File: config.mk
export PLATFORM = sky130hd
export DESIGN_NAME = cpu_ram_arb
export DESIGN_NICKNAME = d
export VERILOG_FILES = /design/src/rtl/cpu_ram_arb.sv
export SDC_FILE = /design/constraint.sdc
export NUM_CORES = 1
export LEC_CHECK = 0
export BUFFER_PORTS_ARGS = -buffer_cell sky130_fd_sc_hd__clkbuf_2
export CAP_MARGIN = 40
export CORE_ASPECT_RATIO = 0.6
export CORE_MARGIN = 2
export CORE_UTILIZATION = 47
export CTS_CLUSTER_DIAMETER = 100
export DETAILED_ROUTE_END_ITERATION = 16
export GPL_ROUTABILITY_DRIVEN = 1
export PLACE_DENSITY = 0.79
export SKIP_LAST_GASP = 1
export SYNTH_ARGS = -nofsm -noshare
export SYNTH_HDL_FRONTEND = slang
export SYNTH_SLANG_ARGS = --single-unit
File: constraint.sdc
create_clock -name CLK -period 1.9 [get_ports CLK]
set_input_delay 0.095 -clock CLK [delete_from_list [all_inputs] [get_ports CLK]]
set_output_delay 0.095 -clock CLK [all_outputs]
set_load 0.03 [all_outputs]
File: src/rtl/cpu_ram_arb.sv
// rtl/cpu_ram_arb.sv - two-port round-robin arbiter and cycle sequencer for the 1Kx8 2114 work RAM
module cpu_ram_arb #(
    parameter int unsigned ACC_CYC = 2
) (
    input  logic       CLK,
    input  logic       RST,
    input  logic       CPU_REQ,
    input  logic       CPU_WR,
    input  logic [9:0] CPU_A,
    input  logic [7:0] CPU_DO,
    output logic [7:0] CPU_DI,
    output logic       CPU_ACK,
    output logic       CPU_WAIT_AL,
    input  logic       DMA_REQ,
    input  logic       DMA_WR,
    input  logic [9:0] DMA_A,
    input  logic [7:0] DMA_DO,
    output logic [7:0] DMA_DI,
    output logic       DMA_ACK,
    output logic       RAM_AL,
    output logic       MW_AL,
    output logic [9:0] A,
    output logic [7:0] D_OUT,
    output logic       D_OE,
    input  logic [7:0] D_IN
);
    typedef enum logic [2:0] {
        IDLE,
        SETUP,
        ACCESS,
        HOLD,
        RECOV
    } state_t;

    localparam logic [3:0] ACC_LOAD = 4'(ACC_CYC - 1);

    state_t     state;
    logic [3:0] acc_cnt;
    logic       lat_wr;
    logic       lat_dma;
    logic       last_dma;
    logic       grant_dma;

    // On a tie the port that was not served last wins, so neither side starves.
    always_comb begin
        grant_dma = DMA_REQ && (!CPU_REQ || !last_dma);
    end

    assign CPU_WAIT_AL = ~(CPU_REQ & ~CPU_ACK);

    always_ff @(posedge CLK) begin
        if (RST) begin
            state    <= IDLE;
            acc_cnt  <= 4'd0;
            lat_wr   <= 1'b0;
            lat_dma  <= 1'b0;
            last_dma <= 1'b1;
            RAM_AL   <= 1'b1;
            MW_AL    <= 1'b1;
            A        <= 10'd0;
            D_OUT    <= 8'd0;
            D_OE     <= 1'b0;
            CPU_DI   <= 8'd0;
            DMA_DI   <= 8'd0;
            CPU_ACK  <= 1'b0;
            DMA_ACK  <= 1'b0;
        end else begin
            case (state)
                IDLE: begin
                    if (CPU_REQ || DMA_REQ) begin
                        state    <= SETUP;
                        lat_dma  <= grant_dma;
                        last_dma <= grant_dma;
                        lat_wr   <= grant_dma ? DMA_WR : CPU_WR;
                        A        <= grant_dma ? DMA_A : CPU_A;
                        D_OUT    <= grant_dma ? DMA_DO : CPU_DO;
                        D_OE     <= grant_dma ? DMA_WR : CPU_WR;
                        RAM_AL   <= 1'b0;
                        MW_AL    <= 1'b1;
                    end
                end
                SETUP: begin
                    state   <= ACCESS;
                    acc_cnt <= ACC_LOAD;
                    MW_AL   <= ~lat_wr;
                end
                ACCESS: begin
                    if (acc_cnt == 4'd0) begin
                        state <= HOLD;
                        MW_AL <= 1'b1;
                        if (lat_dma) begin
                            DMA_ACK <= 1'b1;
                        end else begin
                            CPU_ACK <= 1'b1;
                        end
                        // Read data is taken at the end of the last ACCESS cycle.
                        if (!lat_wr) begin
                            if (lat_dma) begin
                                DMA_DI <= D_IN;
                            end else begin
                                CPU_DI <= D_IN;
                            end
                        end
                    end else begin
                        acc_cnt <= acc_cnt - 4'd1;
                    end
                end
                HOLD: begin
                    state   <= RECOV;
                    RAM_AL  <= 1'b1;
                    D_OE    <= 1'b0;
                    CPU_ACK <= 1'b0;
                    DMA_ACK <= 1'b0;
                end
                RECOV: begin
                    state <= IDLE;
                end
                default: begin
                    state <= IDLE;
                end
            endcase
        end
    end
endmodule

# After elaboration in Yosys (flattened, before gate mapping)
# Index checks and enable logic that the tools add are counted.
dict set report totals {
  ff_bits 49
  latchBits 0
  ram_bits 0
  rom_bits 0
  output_inout_bits 40
  wordCells 69
  memories 0
}
dict set report op_classes {
  add_sub_neg 1
  n_mul 0
  div_mod_pow 0
  n_lt_le_gt_ge 0
  n_eq_ne 8
  n_shift 0
  muxes 21
  bitwise_logic 5
  reduce_logical 20
}
# cell count
set ops {}
lappend ops {{$pmux 3 s4} 1}
lappend ops {{$mux 10} 1}
lappend ops {{$ne 2x2->1 const B} 5}
lappend ops {{$mux 1} 9}
lappend ops {{$reduce_and 3->1} 3}
lappend ops {{$mux 8} 1}
lappend ops {{$pmux 1 s2} 4}
lappend ops {{$pmux 4 s2} 1}
lappend ops {{$reduce_and 2->1} 4}
lappend ops {{$reduce_and 4->1} 2}
lappend ops {{$eq 3x2->1 const B} 2}
lappend ops {{$mux 3} 2}
lappend ops {{$reduce_bool 2->1} 3}
lappend ops {{$logic_not 4->1} 1}
lappend ops {{$mux 4} 1}
lappend ops {{$not 1->1} 4}
lappend ops {{$sub 4x1->4 const B} 1}
lappend ops {{$eq 3x1->1 const B} 1}
lappend ops {{$logic_not 3->1} 1}
lappend ops {{$pmux 1 s3} 1}
lappend ops {{$reduce_bool 3->1} 1}
lappend ops {{$logic_not 1->1} 2}
lappend ops {{$logic_or 1x1->1} 2}
lappend ops {{$and 1x1->1} 1}
lappend ops {{$logic_and 1x1->1} 1}

# Longest topological paths before layout
dict set report logic_depth {
  word_depth 6
  depth_mapped 6
  depth_no_buf 5
}

# Worst setup path after synthesis
# OpenSTA, ideal clock, no wires.
dict set report synth_timing {
  path_kind {register -> register}
  start {register acc_cnt[0]}
  end {register CPU_DI[0]}
  arrival_ns 1.511
  t_required_ns 1.772
  path_slack_ns 0.261
  path_stages_with_launch 7
  path_cell_list {dfxtp_1 > inv_1 > ha_1 > nor3b_1 > clkbuf_1 > nand3_1 > mux2i_1}
}
dict set report synth_via {
  elab_chain_cells 2
}
# item line_no
set synth_lines {}
lappend synth_lines {{start, declared} 38} ;# logic [3:0] acc_cnt;
lappend synth_lines {{start signal, assigned} 105} ;# acc_cnt <= acc_cnt - 4'd1;
lappend synth_lines {{$logic_not 4->1} 88} ;# if (acc_cnt == 4'd0) begin
lappend synth_lines {{$reduce_and 4->1 (no source line)} --}
lappend synth_lines {{end signal, assigned} 63} ;# CPU_DI <= 8'd0;
lappend synth_lines {{end signal, assigned} 101} ;# CPU_DI <= D_IN;
lappend synth_lines {{end, declared} 11} ;# output logic [7:0] CPU_DI,
# No other way between the ends.
# A chain may end at the register's enable or synchronous reset.

# Worst setup path after layout
dict set report layout_timing {
  start {register acc_cnt[0]}
  end {register CPU_DI[4]}
}
# The elaborated chain is that of the path after synthesis.

==> results summary <==
The clock sink total came out at about 50. Sorting the synthesized cells by area gives the leading types as sky130_fd_sc_hd__dfxtp_1 46%, sky130_fd_sc_hd__mux2i_1 8.4%, sky130_fd_sc_hd__a211oi_1 7.4%. The depth of the CTS H-tree is 2.

The part of the power in the clock network is 0.216. Leaving out fill and tap cells, the most frequent cells in the layout are 89 x sky130_fd_sc_hd__clkbuf_2, 49 x sky130_fd_sc_hd__dfxtp_1, 26 x sky130_fd_sc_hd__nand2_1. The number of global-route vias before repair came out at 1,850. Once layout is complete, the utilization of the core stands at 0.639.

The switching fraction of total power is 0.375. The synthesized netlist net count is ~290. The setup slack at placement is roughly 0.12 ns. TritonCTS built the clock tree. The routed wire length per instance is 14.1 um. Derived from the worst setup path, the maximum achievable clock frequency is 571 MHz. The detailed-route via count came out at 2,014.

Of all nets on the critical path, the largest fanout is 11. Total power for the finished layout comes to 2.86 mW. The data arrival time of the critical path is approximately 1.9 ns.

The synthesized flop and latch total came out at 49. Routability-driven placement finished with a final weighted congestion of roughly 0.79. The static power due to leakage is 1.22 nW. The cell total after placement came out at ~360. The worst setup path is captured at a flop. The starting density of the core is 0.506. The max-slew violation total from the final report came out at 0.

The area share of the largest cell type after synthesis is 0.458. Clock-pin slew was measured on the worst setup and hold paths at approximately 0.090 ns. After floorplanning, the core was divided into 18 placement rows. The first-pass GRT wire length is around 8500 um. In the final layout, the share of cells above drive strength 1 is 0.348. The multi-input gate area in the final layout is 1040 um2. The floorplan core area came out at 4230 um2. The number of inserted diodes came out at 0.

The portion of the clock cycle consumed by the worst path in the final layout is 0.922. The sequential cell fraction of total power is 0.443. The worst setup path is of the flop to flop kind.

The library cell used most frequently in the layout, excluding fill and tap cells, is sky130_fd_sc_hd__clkbuf_2. Synthesis produced 233 cells. The critical path contains buffers and inverters numbering 2 combined. The wire length reported by the detailed router is ~5200 um. During synthesis, Yosys emitted a total of 0 warnings. The highest ir drop seen on vdd came out at between 0.0005 and 0.0006 V. The family with the most delay on the worst path is simple AND/OR/NAND/NOR gates. The total clock buffers created by CTS came out at 5. The synthesized area per cell is 9.20 um2. Walking the worst path, the cells encountered are inv_1, ha_1, nor3b_1, buf_4, nand3_1, mux2i_1. The net switching power came out at 1.07 mW.

Among all flip-flop cells after synthesis, the most frequent one is sky130_fd_sc_hd__dfxtp_1. The ratio of total power to cell area is 1050 nW/um2. The cell accounting for the most synthesized area is sky130_fd_sc_hd__dfxtp_1. The count of input and output buffers came out at 89. The floorplan step set the die height to approximately 56 um. The clock reaches the later pin of the worst-skew pair after ~0.30 ns.

The remaining antenna violation count after routing came out at 0. The count of non-filler cells in the finished layout is between 300 and 400. STA classifies the critical path startpoint as a flop. The total count of hold-check failures in the final report is 0.

The number of distinct library cells after synthesis is 40. The worst-margin pin slew came out at 0.500 ns. From synthesis to final layout, the design area changed by 26.3%.

The combinational group share of total power is 0.341. Setup violations remaining at the end of the flow were counted as 0. The first detailed-routing pass took 4 iterations. The number of filler cells placed in the layout is 384. Dividing the detail-routed via count by the number of cells gives 5.44. The slack of the critical path is roughly 0.15 ns. The die extent in x is ~90 um. The I/O pin count is 90. The final setup TNS came out at 0 ns. The worst pin sits at a relative slew slack of 0.666.

Summed over all layers, the global routing overflow is 0. The HPWL after detailed placement is roughly 3800 um. The total DRC errors in the routed layout came out at 0.

The total area of sequential cells is 981 um2. Across every metal layer, demand over resource in global routing totals 0.200. The flow ran to the end, and the final reports show no timing, DRC or antenna violations. Setup repair after global routing left no endpoint under its margin.

The tightest min-delay check is of the primary input to flop type. The cell-internal power is 1.78 mW. The required time reported for the critical path endpoint is 2.08 ns.

The number of hold buffers added after CTS was 0. The clock passes through at most 2 buffers. The maximum number of pins on one net before global-route repair is 44.

The combined area of all synthesized cells is 2140 um2. The slowest stage of the critical path is the sky130_fd_sc_hd__nor3b_1 cell. The initial antenna violation count is 0. Between clock sinks in the finished design, the worst skew comes to approximately 0.0047 ns. The number of flops mapped to enable cells by yosys came out at 0. The floorplan die area is 5130 um2. The highest cell delay on the worst timing path is 0.33 ns.

After the first detailed-routing iteration, the DRC count stood at 112. Max-cap violations in this run came to 0. The shortest clock period the worst path allows after layout came out at 1.75 ns.

The proportion of register bits with asynchronous set or reset after synthesis is 0. At the end of the flow, the number of nets in the layout was 361. The root buffer cell chosen for the clock tree is sky130_fd_sc_hd__clkbuf_8. The sequential fraction of the synthesis area is 0.458.
## flip-flops by register name, indices dropped and copies added, names as in the netlist
name and cells:
acc_cnt 4, CPU_ACK 1, DMA_ACK 1, RAM_AL 1, DMA_DI 8, last_dma 1
lat_wr 1, state 3, D_OUT 8, CPU_DI 8, MW_AL 1, A 10
lat_dma 1, D_OE 1
## routing by layer
layer	up-vias	track usage	routed length (um)
met1	936	0.273	2560
met4	0	0.0390	32
met2	61	0.313	2260
met3	4	0.0658	365
li1	1013	-	-
met5	-	0	0
## cells by family (layout without fill, tap and decap cells)
logic type,count (synthesis),after routing,share of synthesized area
AOI/OAI and AO/OA,76,76,0.251
and+or+nand+nor,55,55,0.128
DFF,49,49,0.458
buffers and inverters,32,109,0.0630
muxes,18,18,0.0841
adders and majority gates,2,2,0.0117
xor gates and xnor gates,1,1,0.00409
## cells in the mapped netlist (all sizes together), types with 2 or more instances
cell type  count
nand3          3
a211oi        21
a31oi          2
nor2           3
buf            8
o21ai          2
nor3           3
clkbuf        17
nor2b          3
or3            4
inv            6
nand2         26
ha             2
and3           3
a21oi         22
o21a           2
nor3b          2
dfxtp         49
mux2i         18
or3b           2
a21o           2
o211ai         2
o32ai         18
## power by group through the flow
stage	Clock (mW)	Sequential, mW	Combinational [mW]
after floorplan	0	1.47	0.497
after global placement	0	1.28	0.951
after detailed placement	0	1.28	0.969
after CTS	0.622	1.26	0.970
after global routing	0.659	1.28	1.05
final	0.616	1.26	0.975
## worst reg2reg max path, cell delays in order, from the launching register on
cell                      delay [ns]
sky130_fd_sc_hd__dfxtp_1        0.31
sky130_fd_sc_hd__inv_1          0.11
sky130_fd_sc_hd__ha_1           0.17
sky130_fd_sc_hd__nor3b_1        0.33
sky130_fd_sc_hd__buf_4          0.24
sky130_fd_sc_hd__nand3_1        0.27
sky130_fd_sc_hd__mux2i_1        0.20
## metrics by stage
step                hold WS, ns  cell area [um2]
floorplan                 0.257             2140
global placement          0.357             2610
detailed placement        0.360             2610
CTS                      0.0398             2700
global route             0.0416             2710
finish                   0.0423             2710
## area by class of cell
class | instances | share of cell area
flip-flops and latches | 49 | 0.362
repair buffers | 94 | 0.183
multi-input cells | 152 | 0.384
clock inverters | 3 | 0.00786
inverters | 7 | 0.00970
clock buffers | 5 | 0.0254
well taps | 60 | 0.0277
## path summary, 6_finish.rpt
check	startpoint	to	slack (ns)	cells past startpoint
min	D_IN[6]	CPU_DI[6]	0.04	3
max	acc_cnt[0]	CPU_DI[4]	0.15	6
max reg2reg	acc_cnt[0]	CPU_DI[4]	0.15	6
min reg2reg	DMA_DI[0]	DMA_DI[0]	0.47	2
## repair_timing
action / in CTS / in global routing
buffers inserted: 0 / 0
setup endpoints to repair: 0 / 6
gates resized for setup: 0 / 2
Note: power is estimated with default switching activity, not from simulation.
